==> src/rtl/ipif_pkg.sv <==
// Shared constants and helpers for the IPIF bus-side register interface.
package ipif_pkg;

  localparam logic [1:0] AXI_RESP_OKAY   = 2'b00;
  localparam logic [1:0] AXI_RESP_SLVERR = 2'b10;
  localparam int         ADDR_LSB        = 2;

  // Byte-merge a write into an existing word: strobed bytes take the new value.
  function automatic logic [31:0] strb_merge(input logic [31:0] old_w,
                                             input logic [31:0] new_w,
                                             input logic [3:0]  strb);
    logic [31:0] res;
    for (int b = 0; b < 4; b++) begin
      res[8*b +: 8] = strb[b] ? new_w[8*b +: 8] : old_w[8*b +: 8];
    end
    return res;
  endfunction

endpackage

==> src/rtl/ipif_axil_slave.sv <==
// AXI4-Lite slave, bus-clock side of the IPIF register block.
// Turns AXI accesses into one-hot RdCE/WrCE pulses, owns the bus-written bank
// and returns IP-side values on reads. WrCE leads the visible bank update by
// one cycle; the clock converter delays CE to line the two up again.
module ipif_axil_slave
  import ipif_pkg::*;
#(
  parameter int  C_S_AXI_DATA_WIDTH = 32,
  parameter int  C_S_AXI_ADDR_WIDTH = 8,
  parameter int  N_REG              = 2,
  parameter type PARAM_T            = logic [N_REG*C_S_AXI_DATA_WIDTH-1:0],
  parameter PARAM_T RESET_VAL       = '0
) (
  input  logic                            S_AXI_ACLK,
  input  logic                            S_AXI_ARESETN,
  input  logic [C_S_AXI_ADDR_WIDTH-1:0]   S_AXI_AWADDR,
  input  logic                            S_AXI_AWVALID,
  output logic                            S_AXI_AWREADY,
  input  logic [C_S_AXI_DATA_WIDTH-1:0]   S_AXI_WDATA,
  input  logic [3:0]                      S_AXI_WSTRB,
  input  logic                            S_AXI_WVALID,
  output logic                            S_AXI_WREADY,
  output logic [1:0]                      S_AXI_BRESP,
  output logic                            S_AXI_BVALID,
  input  logic                            S_AXI_BREADY,
  input  logic [C_S_AXI_ADDR_WIDTH-1:0]   S_AXI_ARADDR,
  input  logic                            S_AXI_ARVALID,
  output logic                            S_AXI_ARREADY,
  output logic [C_S_AXI_DATA_WIDTH-1:0]   S_AXI_RDATA,
  output logic [1:0]                      S_AXI_RRESP,
  output logic                            S_AXI_RVALID,
  input  logic                            S_AXI_RREADY,
  output logic [N_REG-1:0]                RdCE,
  output logic [N_REG-1:0]                WrCE,
  output PARAM_T                          params_from_bus,
  input  PARAM_T                          params_to_bus
);

  localparam int IDX_W = C_S_AXI_ADDR_WIDTH - ADDR_LSB;

  if (C_S_AXI_DATA_WIDTH != 32) begin : g_bad_data_width
    $error("ipif_axil_slave: C_S_AXI_DATA_WIDTH must be 32");
  end
  if ($bits(PARAM_T) != N_REG*32) begin : g_bad_param_t
    $error("ipif_axil_slave: PARAM_T width must be N_REG*32");
  end
  if ((2**IDX_W) < N_REG) begin : g_bad_addr_width
    $error("ipif_axil_slave: address width too small for N_REG");
  end

  // Same flat/word view of the bank that the clock converter uses.
  typedef union packed {
    PARAM_T                  flat;
    logic [N_REG-1:0][31:0]  word;
  } bank_t;

  logic              ready_en_q;
  logic              aw_full_q, aw_full_d;
  logic [IDX_W-1:0]  aw_idx_q, aw_idx_d;
  logic              w_full_q, w_full_d;
  logic [31:0]       w_data_q, w_data_d;
  logic [3:0]        w_strb_q, w_strb_d;
  logic              bvalid_q, bvalid_d;
  logic [1:0]        bresp_q, bresp_d;
  bank_t             bank_q, bank_d;
  logic              wr_fire;
  logic [N_REG-1:0]  wrce;

  logic              ar_full_q, ar_full_d;
  logic [IDX_W-1:0]  ar_idx_q, ar_idx_d;
  logic              rvalid_q, rvalid_d;
  logic [1:0]        rresp_q, rresp_d;
  logic [31:0]       rdata_q, rdata_d;
  logic [N_REG-1:0]  rdce;
  logic [31:0]       rd_word;
  bank_t             to_bus;

  logic              unused_addr_bits;
  assign unused_addr_bits = ^{S_AXI_AWADDR[ADDR_LSB-1:0], S_AXI_ARADDR[ADDR_LSB-1:0]};

  assign to_bus.flat = params_to_bus;

  // Hold all READYs low during reset and for the release edge itself.
  always_ff @(posedge S_AXI_ACLK or negedge S_AXI_ARESETN) begin
    if (!S_AXI_ARESETN) ready_en_q <= 1'b0;
    else                ready_en_q <= 1'b1;
  end

  assign S_AXI_AWREADY = ready_en_q && !aw_full_q;
  assign S_AXI_WREADY  = ready_en_q && !w_full_q;
  assign S_AXI_ARREADY = ready_en_q && !ar_full_q && !rvalid_q;

  // Write path next state: capture AW/W independently, fire once both held and B is free.
  always_comb begin
    aw_full_d = aw_full_q;
    aw_idx_d  = aw_idx_q;
    w_full_d  = w_full_q;
    w_data_d  = w_data_q;
    w_strb_d  = w_strb_q;
    bvalid_d  = bvalid_q;
    bresp_d   = bresp_q;
    bank_d    = bank_q;
    wr_fire   = aw_full_q && w_full_q && !bvalid_q;
    wrce      = '0;
    for (int i = 0; i < N_REG; i++) begin
      wrce[i] = wr_fire && (aw_idx_q == IDX_W'(i));
    end
    if (S_AXI_AWVALID && S_AXI_AWREADY) begin
      aw_full_d = 1'b1;
      aw_idx_d  = S_AXI_AWADDR[C_S_AXI_ADDR_WIDTH-1:ADDR_LSB];
    end
    if (S_AXI_WVALID && S_AXI_WREADY) begin
      w_full_d = 1'b1;
      w_data_d = S_AXI_WDATA;
      w_strb_d = S_AXI_WSTRB;
    end
    if (bvalid_q && S_AXI_BREADY) bvalid_d = 1'b0;
    if (wr_fire) begin
      aw_full_d = 1'b0;
      w_full_d  = 1'b0;
      bvalid_d  = 1'b1;
      bresp_d   = (|wrce) ? AXI_RESP_OKAY : AXI_RESP_SLVERR;
      for (int i = 0; i < N_REG; i++) begin
        if (wrce[i]) bank_d.word[i] = strb_merge(bank_q.word[i], w_data_q, w_strb_q);
      end
    end
  end

  // Write path state.
  always_ff @(posedge S_AXI_ACLK or negedge S_AXI_ARESETN) begin
    if (!S_AXI_ARESETN) begin
      aw_full_q   <= 1'b0;
      aw_idx_q    <= '0;
      w_full_q    <= 1'b0;
      w_data_q    <= '0;
      w_strb_q    <= '0;
      bvalid_q    <= 1'b0;
      bresp_q     <= AXI_RESP_OKAY;
      bank_q.flat <= RESET_VAL;
    end else begin
      aw_full_q <= aw_full_d;
      aw_idx_q  <= aw_idx_d;
      w_full_q  <= w_full_d;
      w_data_q  <= w_data_d;
      w_strb_q  <= w_strb_d;
      bvalid_q  <= bvalid_d;
      bresp_q   <= bresp_d;
      bank_q    <= bank_d;
    end
  end

  // Read path next state: RdCE in the cycle after AR, data sampled at its end.
  always_comb begin
    ar_full_d = ar_full_q;
    ar_idx_d  = ar_idx_q;
    rvalid_d  = rvalid_q;
    rresp_d   = rresp_q;
    rdata_d   = rdata_q;
    rdce      = '0;
    rd_word   = '0;
    for (int i = 0; i < N_REG; i++) begin
      rdce[i] = ar_full_q && (ar_idx_q == IDX_W'(i));
      if (ar_idx_q == IDX_W'(i)) rd_word = to_bus.word[i];
    end
    if (S_AXI_ARVALID && S_AXI_ARREADY) begin
      ar_full_d = 1'b1;
      ar_idx_d  = S_AXI_ARADDR[C_S_AXI_ADDR_WIDTH-1:ADDR_LSB];
    end
    if (rvalid_q && S_AXI_RREADY) rvalid_d = 1'b0;
    if (ar_full_q) begin
      ar_full_d = 1'b0;
      rvalid_d  = 1'b1;
      rresp_d   = (|rdce) ? AXI_RESP_OKAY : AXI_RESP_SLVERR;
      rdata_d   = (|rdce) ? rd_word : 32'h0;
    end
  end

  // Read path state.
  always_ff @(posedge S_AXI_ACLK or negedge S_AXI_ARESETN) begin
    if (!S_AXI_ARESETN) begin
      ar_full_q <= 1'b0;
      ar_idx_q  <= '0;
      rvalid_q  <= 1'b0;
      rresp_q   <= AXI_RESP_OKAY;
      rdata_q   <= '0;
    end else begin
      ar_full_q <= ar_full_d;
      ar_idx_q  <= ar_idx_d;
      rvalid_q  <= rvalid_d;
      rresp_q   <= rresp_d;
      rdata_q   <= rdata_d;
    end
  end

  assign S_AXI_BVALID    = bvalid_q;
  assign S_AXI_BRESP     = bresp_q;
  assign S_AXI_RVALID    = rvalid_q;
  assign S_AXI_RRESP     = rresp_q;
  assign S_AXI_RDATA     = rdata_q;
  assign WrCE            = wrce;
  assign RdCE            = rdce;
  assign params_from_bus = bank_q.flat;

endmodule

==> config.mk <==
export PLATFORM = sky130hd
export DESIGN_NAME = ipif_axil_slave
export DESIGN_NICKNAME = d
export VERILOG_FILES = /design/src/rtl/ipif_pkg.sv /design/src/rtl/ipif_axil_slave.sv
export SDC_FILE = /design/constraint.sdc
export NUM_CORES = 1
export LEC_CHECK = 0
export ABC_AREA = 0
export CAP_MARGIN = 20
export CORE_UTILIZATION = 48
export CTS_CLUSTER_DIAMETER = 60
export DETAILED_ROUTE_END_ITERATION = 6
export PLACE_DENSITY = 0.87
export SLEW_MARGIN = 30
export SYNTH_ARGS = -nofsm -noshare
export SYNTH_HDL_FRONTEND = slang
export SYNTH_SLANG_ARGS = --single-unit
export TNS_END_PERCENT = 1
==> constraint.sdc <==
create_clock -name S_AXI_ACLK -period 5.2 [get_ports S_AXI_ACLK]
set_clock_uncertainty 0.05 [all_clocks]
set_input_delay 1.04 -clock S_AXI_ACLK [delete_from_list [all_inputs] [get_ports S_AXI_ACLK]]
set_output_delay 1.04 -clock S_AXI_ACLK [all_outputs]
set_load 0.005 [all_outputs]
==> results of run 1 <==
[area by class of cell]
type	instances	area [um^2]
clock inverter	7	66.31
multi-input combinational	212	2173
inverter	37	138.9
fill	862	3418
clock buffer	25	515.5
tap	172	215.2
timing repair buffer	229	2286
sequential	152	3806
[path summary, 6_finish.rpt]
| kind | start | endpoint | slack (ps) | cells past startpoint |
|---|---|---|---|---|
| max | ar_full_q | RdCE[1] | 1220 | 4 |
| min | S_AXI_RRESP[1] | S_AXI_RRESP[1] | 420 | 1 |
| max reg2reg | S_AXI_BVALID | params_from_bus[50] | 3000 | 4 |
| min reg2reg | S_AXI_RRESP[1] | S_AXI_RRESP[1] | 420 | 1 |
| max in group asynchronous | S_AXI_ARESETN | w_data_q[24] | 3270 | 2 |
| min in group asynchronous | S_AXI_ARESETN | params_from_bus[52] | 670 | 1 |
[logic make-up after synthesis]
| family | Yosys count |
|---|---|
| AO/OA/AOI/OAI | 39 |
| buffers and inverters | 58 |
| flip-flops | 152 |
| multiplexers | 143 |
| other | 2 |
| AND/OR/NAND/NOR | 27 |
[routing by layer]
layer | wire [um] | up-vias | share of wire, %
met3 | 591 | 29 | 4.0
met2 | 7841 | 122 | 53
met5 | 0 | - | 0
met1 | 6051 | 2049 | 41
li1 | - | 1932 | -
met4 | 359 | 0 | 2.4
[Yosys cell counts (all sizes together)]
master / instances / area share [%]
and3: 1 / 0.12
nand3: 1 / 0.080
mux2i: 32 / 5.1
nand4: 3 / 1.0
o22ai: 32 / 3.2
buf: 15 / 1.8
and4: 1 / 0.18
o21a: 1 / 0.12
nand2: 6 / 0.36
nor3b: 1 / 0.12
nor4bb: 1 / 0.16
nand4b: 4 / 1.5
a21o: 1 / 0.12
o21ai: 3 / 0.24
conb: 2 / 0.12
dfrtp: 152 / 61
a21boi: 2 / 0.24
mux2: 111 / 21
nor2: 4 / 0.24
nor4b: 3 / 0.90
clkbuf: 6 / 0.36
nor2b: 2 / 0.20
inv: 37 / 2.2
[where the power goes]
group / internal, mW / total, mW / switching (mW)
combinational: 0.773 / 1.12 / 0.346
clock: 0.733 / 1.18 / 0.450
sequential: 1.56 / 1.88 / 0.317
[through the flow]
stage / instances / total power [mW] / hold slack (ps) / util (%) / setup WS, ps
2_1_floorplan: 422 / 2.347 / 424.2 / - / 2898
3_3_place_gp: 800 / 2.920 / 412.7 / 68.09 / 1170
3_5_place_dp: 802 / 3.022 / 417.4 / 68.24 / 1624
4_1_cts: 834 / 4.220 / 429.4 / 72.85 / 1173
5_1_grt: 834 / 4.386 / 441.9 / 72.91 / 1063
6_report: 834 / 4.183 / 423.7 / 72.91 / 1218
[flip-flops by register name, indices dropped and copies added (netlist names)]
register and flops:
S_AXI_BRESP 1, S_AXI_BVALID 1, S_AXI_RDATA 32, S_AXI_RRESP 1, S_AXI_RVALID 1, ar_full_q 1, ar_idx_q 6, aw_full_q 1
aw_idx_q 6, params_from_bus 64, ready_en_q 1, w_data_q 32, w_full_q 1, w_strb_q 4
==> out/metrics.csv, run 1 <==
metric;value;unit
cp_cell_sequence;nor4b_1 > nand2_2 > nor2_1 > clkdlybuf4s50_1;
slew_headroom;38.21;%
worstPathRequired;4110;ps
gr-total-overflow;0;
clk_latency;410;ps
vias;4132;
vias_per_cell;4.954;
cts_sinks;152;
postSynthAreaPerCell;14.81;um^2
ant_nets;0;
clkTransAtPathRegs;60;ps
crit_slowest_cell;dfrtp_2;
die_w;116.0;um
antenna_found_initial;0;
final_cell_mix;clkdlybuf4s50_1 (224), dfrtp_1 (150), mux2_2 (103);
max_freq;0.2511;GHz
grt_start_max_net_pins;104;
grt_use_met1;27.42;%
design_area;0.009201;mm^2
setup_viol;0;
drc;0;
ios;232;
endpoint_kind;output port;
arrival;2890;ps
placedInstanceArea;0.008612;mm^2
powerDensity;454.6;mW/mm^2
dp_hpwl;10660;um
portBuffers;225;
grt_pass1_vias;4545;
core_region_area;0.01262;mm^2
cts.path.max_buffers;2;
ys_ff_latch;152;
cp-start-kind;flip-flop;
cts_made_buffers;17;
crit_family;simple AND/OR/NAND/NOR gates;
drive_gt1_share;24.32;%
hp-class;reg2reg;
synth_top_family_by_area;multiplexers;
rsz0062_at_grt;no;
tightest_slew;926.9;ps
drt-total-wl;14840;um
rows;41;
fin_crit;3982;ps
post_cts_buffers;0;
syn-instance-count;421;
yosysSeqAreaShare;61.01;%
fin_nets;772;
yosys.area_share.simple;4.917;%
cts_tree;yes;
wire_per_inst;17.80;um
power.leakage;4.206;nW
yosysUniqueCellTypes;30;
synthAdderAreaFrac;0;%
grt_pass1_wl;23400;um
finalHoldViolCount;0;
final_max_slew_viol_count;0;
routabilityCongestion;0.7555;
cts_resized;0;
dr.pass1.iters;4;
path_class;reg2out;
final_common_cell;clkdlybuf4s50_1;
area_delta_synth_final;47.58;%
synth_area;0.006235;mm^2
setup_tns;0;ps
start_util;49.41;%
h-tree-depth;4;
track_usage;23.42;%
grt-busiest-layer;met2;
crit_buf_inv;1;
synthMuxAreaShare;25.67;%
cts_root_buf;clkbuf_16;
synth_compound_area_share;3.933;%
drv_cap;0;
diodes;0;
first_iter_violations;160;
max_stage_delay;770;ps
max-vdd-ir-drop;0.3186;mV
grtUsageMet3;5.858;%
synth_warnings;0;
min_period_over_period;76.58;%
synth-xor-area-share;0;%
ctsHoldBuffers;0;
crit_fanout;37;
die-height;116.0;um
dieArea;0.01345;mm^2
use_met2;41.19;%
run_status;finished, final reports clean;
Power figures use the tool's default switching activity.
==> run 2, diff against run 1 <==
Settings changed: CORE_UTILIZATION 48 to 40, PLACE_DENSITY 0.87 to 0.77.
Clock period 5.2 ns to 3.6 ns, I/O delays scaled along.
==> run 2 against run 1 <==
Non-clock buffer count rose by 6. Routed wire length up 0.96%. Setup slack got worse by 570 ps. Cell count grew 2.6%. Clock power up 53%. Critical path type unchanged. Largest cell class unchanged.
==> out/metrics.csv, run 2 (synthesis gave the netlist of run 1 again) <==
metric;value;unit;change
portBuffers;225;;unchanged
crit_slowest_cell;clkdlybuf4s50_1;;
drt-total-wl;14990;um;+0.96%
core_region_area;0.01520;mm^2;+20%
cts_root_buf;clkbuf_16;;
fin_crit;2948;ps;
cts_sinks;152;;unchanged
placedInstanceArea;0.008670;mm^2;+0.67%
post_cts_buffers;0;;unchanged
cts_made_buffers;17;;unchanged
drc;0;;unchanged
final_common_cell;clkdlybuf4s50_1;;
run_status;finished, final reports clean;;
routabilityCongestion;0.7988;;+5.7%
design_area;0.009299;mm^2;+1.1%
gr-total-overflow;0;;unchanged
first_iter_violations;182;;+14%
multi_input_area;0.002166;mm^2;-0.35%
clk_latency;420;ps;about the same
cts_tree;yes;;
fin_nets;778;;+0.78%
max-vdd-ir-drop;0.4923;mV;+55%
largest_reg_flops;64;;unchanged
grt_pass1_wl;23920;um;+2.2%
die_w;126.8;um;+9.4%
rows;45;;+9.8%
crit_fanout;5;;-86%
power.leakage;4.241;nW;+0.82%
dr.pass1.iters;4;;unchanged
crit_buf_inv;1;;unchanged
h-tree-depth;4;;unchanged
final_max_slew_viol_count;0;;unchanged
track_usage;19.58;%;-3.8 points
wire_per_inst;17.51;um;-1.6%
crit_family;simple AND/OR/NAND/NOR gates;;
tightest_slew;566.8;ps;-360.1 ps
cp_cell_sequence;nor4b_4 > nand2_1 > nor2_1 > clkdlybuf4s50_1;;
path_class;reg2out;;
powerDensity;657.2;mW/mm^2;+45%
setup_viol;0;;unchanged
ios;232;;unchanged
cp-start-kind;flip-flop;;
hp-class;in2async;;
slew_headroom;62.21;%;+24 points
vias_per_cell;4.931;;-0.47%
ant_nets;0;;unchanged
dieArea;0.01609;mm^2;+20%
fill_cells;1174;;+36%
antenna_found_initial;1;;+1
vias;4221;;+2.2%
max_freq;0.3392;GHz;
final_cell_mix;clkdlybuf4s50_1 (224), dfrtp_1 (151), mux2_2 (103);;
cts.path.max_buffers;2;;unchanged
dp_hpwl;10860;um;+1.9%
finalHoldViolCount;0;;unchanged
endpoint_kind;output port;;
start_util;41.01;%;-8.4 points
worstPathRequired;2830;ps;-1280 ps
arrival;2180;ps;-710 ps
clkTransAtPathRegs;60;ps;about the same
setup_tns;0;ps;unchanged
ctsHoldBuffers;0;;unchanged
area_delta_synth_final;49.15;%;
cts_resized;0;;unchanged
max_stage_delay;540;ps;-230 ps
rsz0062_at_grt;no;;
seq_area;0.003805;mm^2;about the same
die-height;126.8;um;+9.4%
drv_cap;0;;unchanged
min_period_over_period;81.89;%;
grt_start_max_net_pins;122;;+17%
drive_gt1_share;24.44;%;+0.12 points
grt_pass1_vias;4684;;+3.1%
[run 2: worst paths after layout]
| kind | from | end | depth (start not counted) | slack [ps] |
|---|---|---|---|---|
| worst min-delay path | S_AXI_ARESETN | S_AXI_RDATA[26] | 1 | 200 |
| worst max register to register | S_AXI_BVALID | params_from_bus[49] | 4 | 1480 |
| worst max-delay path | S_AXI_BVALID | WrCE[0] | 4 | 650 |
| min in group S_AXI_ACLK | S_AXI_RRESP[1] | S_AXI_RRESP[1] | 1 | 440 |
| max in group asynchronous | S_AXI_ARESETN | params_from_bus[14] | 3 | 2340 |
| worst min register to register | S_AXI_RRESP[1] | S_AXI_RRESP[1] | 1 | 440 |
[run 2: layout make-up]
| cell class | count | share of cell area [%] |
|---|---|---|
| Tap cell | 188 | 2.530 |
| Timing Repair Buffer | 235 | 25.30 |
| Clock buffer | 23 | 5.140 |
| Multi-Input combinational cell | 212 | 23.29 |
| Sequential cell | 152 | 40.92 |
| Antenna cell | 1 | 0.02691 |
| Clock inverter | 8 | 1.305 |
| Inverter | 37 | 1.494 |
[run 2: worst reg2reg max path, delay by kind of cell (launching register included)]
kind                   cells  cell delay [ps]
multiplexers               1              320
AND/OR/NAND/NOR            2              900
flip-flops                 1              430
buffers and inverters      1              300
[run 2: power by group]
group | internal, mW | switching (mW)
clock network | 1.14 | 0.660
registers | 2.26 | 0.391
logic | 1.12 | 0.539
total | 4.52 | 1.59
[run 2: layer usage]
metal / share of wire (%) / vias to the layer above / track usage (%) / routed length [um]
li1: - / 1949 / - / -
met1: 39 / 2115 / 21.92 / 5917
met2: 52 / 125 / 34.00 / 7770
met3: 5.7 / 32 / 6.158 / 854
met4: 3.0 / 0 / 9.174 / 443
met5: 0 / - / 0 / 0
[run 2: per-stage QoR]
| step | setup WS (ps) | cells | hold slack [ps] | total power, mW | util [%] |
|---|---|---|---|---|---|
| final | 652.1 | 856 | 196.6 | 6.112 | 61.17 |
| after detailed placement | 1088 | 823 | 429.6 | 4.353 | 57.03 |
| after global placement | 1131 | 823 | 416.3 | 4.243 | 57.00 |
| after floorplan | 1618 | 422 | 374.4 | 3.390 | - |
| after CTS | 622.6 | 854 | 381.9 | 6.181 | 60.97 |
| after global routing | 548.0 | 856 | 223.8 | 6.435 | 61.17 |
